## src/rtl/controle_medida_periodica.sv

```systemverilog
// controle_medida_periodica: periodic/manual ultrasonic measurement sequencer with pronto timeout.
// Define RETENTATIVA_EN to retry once (via RETENTA) before declaring a timeout failure.
module controle_medida_periodica #(
    parameter int INTERVALO     = 50_000_000,
    parameter int TIMEOUT       = 1_500_000,
    parameter int LARGURA_MEDIR = 5
) (
    input  logic        clock,
    input  logic        reset,
    input  logic        ligar,
    input  logic        medir_manual,
    input  logic        pronto,
    input  logic [11:0] medida,
    output logic        medir,
    output logic [11:0] dado,
    output logic        dado_valido,
    output logic        erro,
    output logic        ocupado,
    output logic [3:0]  db_estado
);
    localparam int MAIOR_AT = INTERVALO > TIMEOUT ? INTERVALO : TIMEOUT;
    localparam int MAIOR    = MAIOR_AT > LARGURA_MEDIR ? MAIOR_AT : LARGURA_MEDIR;
    localparam int W        = $clog2(MAIOR) + 1;

    typedef enum logic [3:0] {
        INICIAL  = 4'd0,
        PULSO    = 4'd1,
        AGUARDA  = 4'd2,
        REGISTRA = 4'd3,
        FALHA    = 4'd4,
        ESPERA   = 4'd5
`ifdef RETENTATIVA_EN
        , RETENTA = 4'd6
`endif
    } estado_t;

    estado_t        estado, nxt, destino_timeout;
    logic [W-1:0]   cnt;
    logic           pronto_d, pronto_ed;

    assign pronto_ed = pronto & ~pronto_d;

`ifdef RETENTATIVA_EN
    logic tentativa;
    assign destino_timeout = tentativa ? FALHA : RETENTA;
    always_ff @(posedge clock)
        if (reset)
            tentativa <= 1'b0;
        else
            tentativa <= (estado == REGISTRA || estado == FALHA) ? 1'b0 : (nxt == RETENTA) ? 1'b1 : tentativa;
`else
    assign destino_timeout = FALHA;
`endif

    // one shared counter: cleared on every state entry, so it never wraps
    always_ff @(posedge clock) begin
        if (reset) begin
            estado      <= INICIAL;
            cnt         <= '0;
            pronto_d    <= 1'b0;
            medir       <= 1'b0;
            dado        <= '0;
            dado_valido <= 1'b0;
            erro        <= 1'b0;
        end else begin
            estado      <= nxt;
            cnt         <= (nxt != estado || estado == INICIAL) ? '0 : cnt + W'(1);
            pronto_d    <= pronto;
            medir       <= nxt == PULSO;
            dado_valido <= estado == REGISTRA;
            dado        <= (estado == REGISTRA) ? medida : dado;
            erro        <= (estado == REGISTRA) ? 1'b0 : (estado == FALHA) ? 1'b1 : erro;
        end
    end

    always_comb begin
        nxt = estado;
        case (estado)
            INICIAL:         nxt = (ligar || medir_manual) ? PULSO : INICIAL;
            PULSO:           nxt = (cnt == W'(LARGURA_MEDIR - 1)) ? AGUARDA : PULSO;
            AGUARDA:         nxt = pronto_ed ? REGISTRA : (cnt == W'(TIMEOUT - 1)) ? destino_timeout : AGUARDA;
            REGISTRA, FALHA: nxt = ligar ? ESPERA : INICIAL;
            ESPERA:          nxt = medir_manual ? PULSO : !ligar ? INICIAL : (cnt == W'(INTERVALO - 1)) ? PULSO : ESPERA;
`ifdef RETENTATIVA_EN
            RETENTA:         nxt = PULSO;
`endif
            default:         nxt = INICIAL;
        endcase
    end

    always_comb begin
        ocupado   = estado inside {PULSO, AGUARDA, REGISTRA, FALHA}
`ifdef RETENTATIVA_EN
                    || estado == RETENTA
`endif
                    ;
        db_estado = estado;
    end
endmodule

```

## config.mk

```make
export PLATFORM = sky130hd
export DESIGN_NAME = controle_medida_periodica
export DESIGN_NICKNAME = d
export VERILOG_FILES = /design/src/rtl/controle_medida_periodica.sv
export SDC_FILE = /design/constraint.sdc
export NUM_CORES = 1
export LEC_CHECK = 0
export ABC_CLOCK_PERIOD_IN_PS = 1750
export CAP_MARGIN = 20
export CORE_ASPECT_RATIO = 0.5
export CORE_UTILIZATION = 47
export DETAILED_ROUTE_END_ITERATION = 7
export PLACE_DENSITY = 0.82
export SLEW_MARGIN = 30
export SYNTH_ARGS = -nofsm -noshare
export SYNTH_HDL_FRONTEND = slang
export SYNTH_SLANG_ARGS = --single-unit
```

## constraint.sdc

```tcl
create_clock -name clock -period 1.75 [get_ports clock]
set_input_delay 0.35 -clock clock [delete_from_list [all_inputs] [get_ports clock]]
set_output_delay 0.35 -clock clock [all_outputs]
set_load 0.03 [all_outputs]
```

## Yosys cells after proc, flatten, opt, wreduce, memory -nomap -nowiden

Cells that the tools add are included.

- Register bits: 47
- Bits in latches: 0
- RAM bits: 0
- Bits in read-only memories: 0
- Input port bits: 17
- Output and inout bits: 20
- Logic and storage cells: 36
- Memories: 0

- $add $sub $neg: 1
- Multipliers: 0
- Div/mod/pow operators: 0
- $lt $le $gt $ge: 0
- Equal/unequal tests: 10
- Shift-type cells: 0
- Mux-type cells: 9
- Bitwise gates (word level): 2
- Reduce and logical (&&, ||, !) cells: 7

Operators by type and width:

| cell | number |
|---|---|
| 27-bit by 1-bit adder with 27-bit output, second input constant | 1 |
| 27-bit by 21-bit == test with 1-bit output, second input constant | 1 |
| 27-bit by 26-bit == test with 1-bit output, second input constant | 1 |
| 27-bit by 3-bit == test with 1-bit output, second input constant | 1 |
| 3-bit two-way mux | 6 |
| 3-bit case mux with 5 select lines | 1 |
| 4-bit by 1-bit == test with 1-bit output, second input constant | 2 |
| 4-bit by 2-bit == test with 1-bit output, second input constant | 2 |
| 4-bit by 3-bit == test with 1-bit output, second input constant | 2 |
| 2-bit OR reduction | 3 |
| 4-bit zero test | 1 |
| 4-bit inequality test | 1 |
| 4-bit nonzero test | 1 |
| 1-bit logical OR | 2 |
| 2-bit two-way mux | 1 |
| 1-bit AND | 1 |
| 1-bit two-way mux | 1 |
| 1-bit NOT | 1 |

## Longest topological paths before layout

Gate-level depths: netlist of the first run.

- Depth after elaboration: 8
- Depth in mapped cells: 9
- Depth with buffers taken out: 8

## Worst setup path after synthesis of the first run

No wires, ideal clock.

- Path type: reg-to-output
- Start point: register estado[0] (netlist: db_estado[0])
- End point: output port ocupado
- Arrival time: 1442 ps
- Required time: 1400 ps
- Setup slack: -42 ps
- Cell stages (with the launch flop): 4
- Buffers on the path: 1
- Cells stage by stage: dfxtp_1 -> buf_2 -> nor2_1 -> xnor2_1

- Cells in the longest elaborated chain, start to end: 2
- Elaborated cells between the ends (all ways): 5
- Those cells by class: eq/ne (4); reduce/logical (1)

Ends and longest elaborated chain:

| item | line | source |
|---|---|---|
| from (decl) | 37 | `estado_t estado, nxt, destino_timeout;` |
| from (signal assigned) | 66 | `estado <= nxt;` |
| 4-bit by 1-bit == test with 1-bit output (tied with other cells) | 92 | `ocupado = estado inside {PULSO, AGUARDA, REGISTRA, FALHA}` |
| 4-bit nonzero test * | 92 |  |
| to (decl) | 18 | `output logic ocupado,` |

Every way passes the cells marked *; elsewhere a longest branch is shown, timed or not.

## Worst setup path after layout of the first run

- Start point: register cnt[14]
- End point: register cnt[16]

- Cells in the longest elaborated chain, start to end: 8
- Elaborated cells between the ends (all ways): 14
- Those cells by class: add/sub (1); eq/ne (4); mux (7); reduce/logical (2)

Ends and longest elaborated chain:

| item | line | source |
|---|---|---|
| from (decl) | 38 | `logic [W-1:0] cnt;` |
| from (signal assigned) | 67 | `cnt <= (nxt != estado \|\| estado == INICIAL) ? '0 : cnt + W'(1);` |
| 27-bit by 26-bit == test with 1-bit output | 83 | `ESPERA: nxt = medir_manual ? PULSO : !ligar ? INICIAL : (cnt == W'(INTERVALO - 1)) ? PULSO : ESPERA;` |
| 3-bit two-way mux (3 in a row) | 83 |  |
| 3-bit case mux with 5 select lines | 78 | `case (estado)` |
| 4-bit inequality test | 67 |  |
| 1-bit logical OR | 67 |  |
| 2-bit OR reduction (no source line) | -- |  |

Several ways; a longest one is shown, not always the timed one.
A chain may end at the register's enable or synchronous reset.

==> out/metrics.csv, run 1 <==
stage,metric,value,unit
routing,wl_met1,2.735,mm
routing,maxUsedRoutingLayer,met4,
routing,drcViolationCount,0,
power_and_ir_drop,vdd_drop_max,0.3611,mV
placement,routabilityCongestion,0.8763,
power_and_ir_drop,seqPwrFrac,52.0,%
power_and_ir_drop,p_leak,0.001195,µW
routing,routedWlPerCell,17.62,µm
setup_path,r2r_setup_slack,-0.32,ns
setup_path,cp_max_fo,13,
clock_network,clockBufferDepth,2,
sta,skew,0.005925,ns
cells_and_area,drive_gt1_share,27.55,%
synthesis,ys_seq_elements,46,
routing,route.met2.wl,3.258,mm
clock_network,cts_buffers,5,
global_routing,grt_overflow,0,
sta,period_needed,2.072,ns
global_routing,grt_antenna_before_repair,0,
die,die_width,98.80,µm
sta,hold_viol_final,0,
sta,finalSetupViolations,27,
routing,routed_wl,6.697,mm
synthesis,synth_cell_types,46,
placement,place_area,2859,µm²
synthesis,yosysTopAreaCell,dfxtp_1,
synthesis,netlist_area,2202,µm²
sta,worst_slack,-0.3222,ns
power_and_ir_drop,p_clk_share,40.0,%
setup_path,ff2ff_path_depth,8,
clock_network,cts.clk_slew.worst_paths,0.09,ns
clock_network,cts_tree,done,
setup_path,crit_path_end_kind,register,
die,initial_core_util,49.54,%
synthesis,synth-xor-area-share,10.34,%
synthesis,synth_top_family_by_area,simple AND/OR/NAND/NOR gates,
power_and_ir_drop,p_int,1559,µW
setup_path,cp_top_family,simple AND/OR/NAND/NOR gates,
run_status,status,finished with violations,
synthesis,netlist.area_leader.share,41.82,%
cells_and_area,diodes,0,
cells_and_area,fin_nets,341,
routing,final_antenna_net_count,0,
setup_path,worst_setup_path_start_kind,register,
die,die_h,50.40,µm
power_and_ir_drop,power_density,644.5,nW/µm²
cells_and_area,finish.instance_area,3162,µm²
setup_path,cp_data_required_time,1.95,ns
min_path,hold_path_end,cnt[0],
setup_path,arrival,2.27,ns
synthesis,synth-simple-area-share,29.94,%
min_path,hold_depth,1,
routing,dr_wl_met3,430,µm
clock_network,htree_num_levels,2,
placement,dp_hpwl,4.036,mm
synthesis,yosysWarnings,0,
setup_path,cp_slowest_stage_delay,0.36,ns
sta,max_freq,0.4826,GHz
placement,port_buffers,35,
clock_network,clk_latency,0.30,ns
synthesis,synth_mux_area_share,0,%
sta,final_max_slew_viol_count,0,
die,dieArea,4980,µm²
synthesis,synthTopCellsByCount,"46 x dfxtp_1, 45 x nor2_1, 17 x nand2_1",
clock_network,clkSinkCount,46,
synthesis,synth_flop_cell,dfxtp_1,
die,core-area,4446,µm²
synthesis,synthArstFlopShare,0,%
routing,first_pass_iters,5,
sta,grt_setup_unrepaired,yes,
synthesis,syn_avg_cell_area,8.773,µm²
global_routing,grt.total_usage,24.30,%
power_and_ir_drop,combPwrFrac,8.0,%
synthesis,synth-edff-count,0,
setup_path,crit_buf_inv,2,
setup_path,crit_chain,nor4_2 > buf_4 > nand4_1 > o311ai_1 > o211ai_1 > nand3_2 > clkbuf_16 > nor2_1,
die,rows,17,
sta,min_period_over_period,118.4,%
routing,drtIter0Drc,235,
routing,drt-vias-per-instance,5.945,
synthesis,syn_nets,270,
setup_path,crit_start,cnt[14],
min_path,hp-class,reg2reg,
setup_path,slowest_stage,dfxtp_1,
sta,tns,-7.738,ns
job,maxCapViolations,0,
synthesis,synth_area_leaders,"dfxtp_1 42%, nor2_1 7.7%, xnor2_1 5.6%, a22o_1 4.8%, xor2_1 4.8%",
min_path,holdCritStartpoint,cnt[0],
power_and_ir_drop,switching_share,23.50,%
die,ioPinCount,37,
setup_path,r2r-start,cnt[14],
clock_network,cts_root_buffer,clkbuf_8,
setup_path,rr_endpoint,cnt[16],
synthesis,ys_seq_area_share,41.82,%
setup_path,worstSetupPathType,reg2reg,
synthesis,synth-compound-area-share,12.10,%
cells_and_area,area_growth,43.58,%
global_routing,grt_start_max_net_pins,16,
global_routing,grt_pass1_wl,9.425,mm
run_status,violations,negative setup slack,
routing,vias,2259,
synthesis,synth_fa_ha_area_share,1.136,%
power_and_ir_drop,power.switching,478.9,µW
synthesis,yosysMostFrequentCell,dfxtp_1,
synthesis,syn_inst,251,
clock_network,postCtsSetupBuffers,0,
global_routing,grt_pass1_vias,2070,
cell type report:
type | instances | area (µm²)
Clock inverter | 3 | 45.04
Inverter | 7 | 28.78
Timing Repair Buffer | 75 | 690.7
Fill cell | 296 | 1284
Tap cell | 57 | 71.32
Sequential cell | 46 | 929.6
Clock buffer | 5 | 68.82
Multi-Input combinational cell | 187 | 1328
metal layers:
layer	track usage [%]	up-vias
li1	-	1018
met1	30.15	1057
met2	43.01	143
met3	3.900	41
met4	9.453	0
met5	0	-
placed cells by master, fill, tap and decap left out, types with 2 or more instances in the layout:
cell type / count
nor2_2: 2
nor4_4: 2
xor2_1: 12
nand2b_1: 4
a211oi_2: 2
inv_1: 4
nor2_1: 38
clkbuf_8: 5
xnor2_1: 13
dfxtp_2: 4
clkinvlp_4: 2
and3_1: 7
dfxtp_1: 41
nand3_1: 14
clkbuf_16: 2
nor2_4: 5
nor4bb_4: 2
a21oi_1: 7
nand2_1: 17
or2_2: 2
buf_4: 39
nor3_1: 6
inv_2: 2
nand3b_1: 2
o21ai_0: 3
nor3_2: 2
nand3_2: 2
dlygate4sd2_1: 2
nand4_1: 7
nor4_2: 4
a22o_1: 12
clkdlybuf4s50_1: 31
registers in the layout (all words and copies together), names as in the netlist:
| register | flops |
|---|---|
| pronto_d | 1 |
| medir | 1 |
| dado | 12 |
| db_estado | 3 |
| erro | 1 |
| cnt | 27 |
| dado_valido | 1 |
logic make-up (layout without fill, tap and decap cells):
family / Yosys count / count (layout)
AOI/OAI and AO/OA: 35 / 35
xor gates and xnor gates: 26 / 26
adders and majority gates: 2 / 2
buffers and inverters: 18 / 90
DFF: 46 / 46
other: 1 / 1
and+or+nand+nor: 123 / 123
power groups by stage:
stage	logic, µW	clock network [µW]	registers (µW)
3_3_place_gp	137	0	1080
5_1_grt	175	855	1060
4_1_cts	148	812	1060
2_1_floorplan	64.2	0	1090
6_report	163	814	1060
3_5_place_dp	140	0	1080
how the worst max path moves through the flow:
| stage | slack [ns] | depth (start not counted) | end |
|---|---|---|---|
| after floorplan | 0.0006 | 7 | cnt[12] |
| after global placement | -0.22 | 8 | cnt[7] |
| after detailed placement | -0.31 | 8 | cnt[26] |
| after CTS | -0.17 | 9 | cnt[26] |
| after global routing | -0.46 | 9 | cnt[16] |
| final | -0.32 | 8 | cnt[16] |
stage by stage:
stage	setup slack [ns]	std cells	utilization (%)	total power [µW]	hold slack, ns
after CTS	-0.1658	379	67.89	2021	0.4499
after global routing	-0.4580	380	71.12	2091	0.4720
final	-0.3222	380	71.12	2038	0.4538
after floorplan	0.0005920	251	-	1156	0.4296
after detailed placement	-0.3058	370	64.31	1224	0.4605
after global placement	-0.2169	370	64.31	1221	0.4483
worst register-to-register path, cell delays in order, from the launching register on:
cell and delay (ns):
dfxtp_1 0.36, nor4_2 0.31, buf_4 0.17, nand4_1 0.14
o311ai_1 0.30, o211ai_1 0.19, nand3_2 0.21, clkbuf_16 0.21
nor2_1 0.07
repair_timing:
item | 4_1_cts | 5_1_grt
resized for setup | 9 | 32
pin swaps | 5 | 10
endpoints found under the setup margin | 32 | 42
hold buffers | 0 | 0
gates cloned | 1 | 1
Note: power is estimated with default switching activity, not from simulation.
==> run 2: changes to the inputs <==
--- a/config.mk
+++ b/config.mk
@@ -5,12 +5,14 @@
 export SDC_FILE = /design/constraint.sdc
 export NUM_CORES = 1
 export LEC_CHECK = 0
+export ABC_AREA = 1
 export ABC_CLOCK_PERIOD_IN_PS = 1750
 export CAP_MARGIN = 20
 export CORE_ASPECT_RATIO = 0.5
-export CORE_UTILIZATION = 47
+export CORE_MARGIN = 2
+export CORE_UTILIZATION = 49
 export DETAILED_ROUTE_END_ITERATION = 7
-export PLACE_DENSITY = 0.82
+export PLACE_DENSITY = 0.83
 export SLEW_MARGIN = 30
 export SYNTH_ARGS = -nofsm -noshare
 export SYNTH_HDL_FRONTEND = slang
==> out/metrics.csv, run 2 <==
stage,metric,value,unit
sta,finalSetupViolations,27,
cells_and_area,layout.cells.non_filler,504,
synthesis,synth_flop_cell,dfxtp_1,
placement,place_ws,-0.1402,ns
synthesis,syn_inst,372,
routing,routedWlPerCell,12.84,µm
placement,routabilityCongestion,0.9354,
placement,place_area,2985,µm²
cells_and_area,area_growth,34.80,%
clock_network,cts_root_buffer,clkbuf_8,
routing,drt-vias-per-instance,5.020,
setup_path,cp_max_fo,7,
cells_and_area,final_cell_mix,"98 x nand2_1, 62 x nor2_1, 50 x inv_1",
global_routing,grt_antenna_before_repair,0,
synthesis,synthArstFlopShare,0,%
setup_path,cp_data_required_time,1.99,ns
setup_path,worstSetupPathType,reg2reg,
global_routing,grt_start_max_net_pins,15,
cells_and_area,layout_commonest_cell,nand2_1,
placement,port_buffers,35,
die,core-area,4865,µm²
synthesis,synth_area_leaders,"dfxtp_1 38%, nand2_1 15%, nor2_1 11%, inv_1 8.1%, xor2_1 7.5%",
sta,grt_setup_unrepaired,yes,
die,rows,18,
sta,min_period_over_period,109.5,%
routing,final_antenna_net_count,0,
die,die_h,53.99,µm
synthesis,yosysWarnings,0,
synthesis,syn_nets,391,
synthesis,yosysTopAreaCell,dfxtp_1,
run_status,status,finished with violations,
synthesis,synthTopCellsByCount,"100 x nand2_1, 75 x nor2_1, 53 x inv_1",
synthesis,netlist.area_leader.share,37.61,%
clock_network,htree_num_levels,2,
job,maxCapViolations,0,
sta,skew,0.008237,ns
placement,placed_cells,490,
clock_network,clk_latency,0.30,ns
global_routing,grt_pass1_wl,9.763,mm
die,dieArea,5613,µm²
synthesis,netlist_area,2449,µm²
sta,period_needed,1.916,ns
clock_network,cts_tree,done,
sta,worst_slack,-0.1664,ns
setup_path,worst_setup_path_start_kind,register,
cells_and_area,drive_gt1_share,17.74,%
routing,vias,2530,
cells_and_area,finish.instance_area,3301,µm²
sta,max_freq,0.5218,GHz
placement,dp_hpwl,4.066,mm
min_path,hp-class,reg2reg,
setup_path,crit_path_end_kind,register,
synthesis,yosysMostFrequentCell,nand2_1,
clock_network,cts.clk_slew.worst_paths,0.09,ns
routing,first_pass_iters,5,
power_and_ir_drop,power_density,588.8,nW/µm²
sta,hold_viol_final,0,
synthesis,ys_seq_elements,46,
synthesis,ys_seq_area_share,37.61,%
routing,drtIter0Drc,226,
die,die_width,104.0,µm
routing,drcViolationCount,0,
die,initial_core_util,50.33,%
routing,routed_wl,6.469,mm
cells_and_area,fin_nets,452,
setup_path,arrival,2.16,ns
synthesis,synth-edff-count,0,
global_routing,grt_pass1_vias,2185,
global_routing,grt.total_usage,22.24,%
cells_and_area,largest-register,cnt,
clock_network,clkSinkCount,46,
global_routing,grt_overflow,0,
cells_and_area,fillers,392,
die,ioPinCount,37,
cells_and_area,largest_reg_flops,27,
run_status,violations,negative setup slack,
sta,final_max_slew_viol_count,0,
synthesis,syn_avg_cell_area,6.582,µm²
power_and_ir_drop,p_leak,0.001396,µW
power_and_ir_drop,vdd_drop_max,0.3420,mV
cells_and_area,diodes,0,
clock_network,cts_buffers,5,
clock_network,clockBufferDepth,2,
synthesis,synth_cell_types,24,
==> run 2: changes by cell type in the layout (fill, tap and decap cells not counted), moves of 7 or more <==
cell     before  now
nand2_1      17   98
inv_1         4   50
nor2_1       38   62
buf_4        39   21
a22o_1       12    0
nand3_1      14   25
nor2_2        2   13
xnor2_1      13    4
xor2_1       12   21
and3_1        7    0
==> run 2: path summary, 6_finish.rpt <==
| check | start | to | slack, ns | depth (start not counted) |
|---|---|---|---|---|
| min | dado[4] | dado[4] | 0.47 | 2 |
| max reg2reg | cnt[0] | cnt[14] | -0.17 | 12 |
| max | cnt[0] | cnt[14] | -0.17 | 12 |
| min reg2reg | dado[4] | dado[4] | 0.47 | 2 |
==> run 2: cell families (layout without fill, tap and decap cells) <==
logic type	after synthesis	in the layout	share of synthesized area [%]
other	1	1	0.1531
and+or+nand+nor	234	237	41.49
xor gates and xnor gates	25	25	8.942
DFF	46	46	37.61
adders and majority gates	2	2	1.022
AOI/OAI and AO/OA	4	4	0.8176
buffers and inverters	60	119	9.964
==> run 2: worst max-delay path, cell delays in order (launching register included) <==
cell     delay [ns]
dfxtp_4        0.38
ha_4           0.15
nand2_4        0.05
nor2_4         0.19
nand3_2        0.10
nor2_2         0.11
nand3_1        0.09
nand3_2        0.13
nor2_4         0.05
nor2_4         0.25
buf_12         0.15
nand2_8        0.09
nor2_4         0.11
==> run 2: repair_timing <==
action	4_1_cts	5_1_grt
gates cloned	2	1
setup endpoints to repair	31	29
resized for setup	15	31
pin swaps	0	9
hold buffers	0	0
buffers inserted	1	2
==> run 2: area by class of cell <==
cell class                      instances  area [µm²]  area share, %
Multi-Input combinational cell        269        1446          43.82
Sequential cell                        46       929.6          28.17
Timing Repair Buffer                   57       534.3          16.19
Inverter                               54       207.7          6.293
Tap cell                               70       87.58          2.654
Clock buffer                            6       82.58          2.502
Clock inverter                          2       12.51         0.3791
==> run 2: power breakdown <==
part,internal (µW),switching (µW)
clock network,318,357
logic,87.3,122
registers,1050,6.20
==> run 2: per-layer routing <==
metal / vias to the layer above / GRT usage [%] / routed length (µm)
met4: 0 / 6.532 / 150
li1: 1250 / - / -
met2: 119 / 38.49 / 2936
met5: - / 0 / 0
met1: 1141 / 27.72 / 2846
met3: 20 / 6.659 / 536
==> run 2: stage by stage <==
stage	setup TNS [ns]	total power (µW)	hold WS [ns]	utilization [%]
2_1_floorplan	0	1159	0.4191	-
3_3_place_gp	-2.134	1222	0.4509	61.37
3_5_place_dp	-3.460	1224	0.4596	61.37
4_1_cts	-0.04089	1921	0.4727	64.74
5_1_grt	-6.225	2014	0.4903	67.85
6_report	-3.115	1943	0.4694	67.85
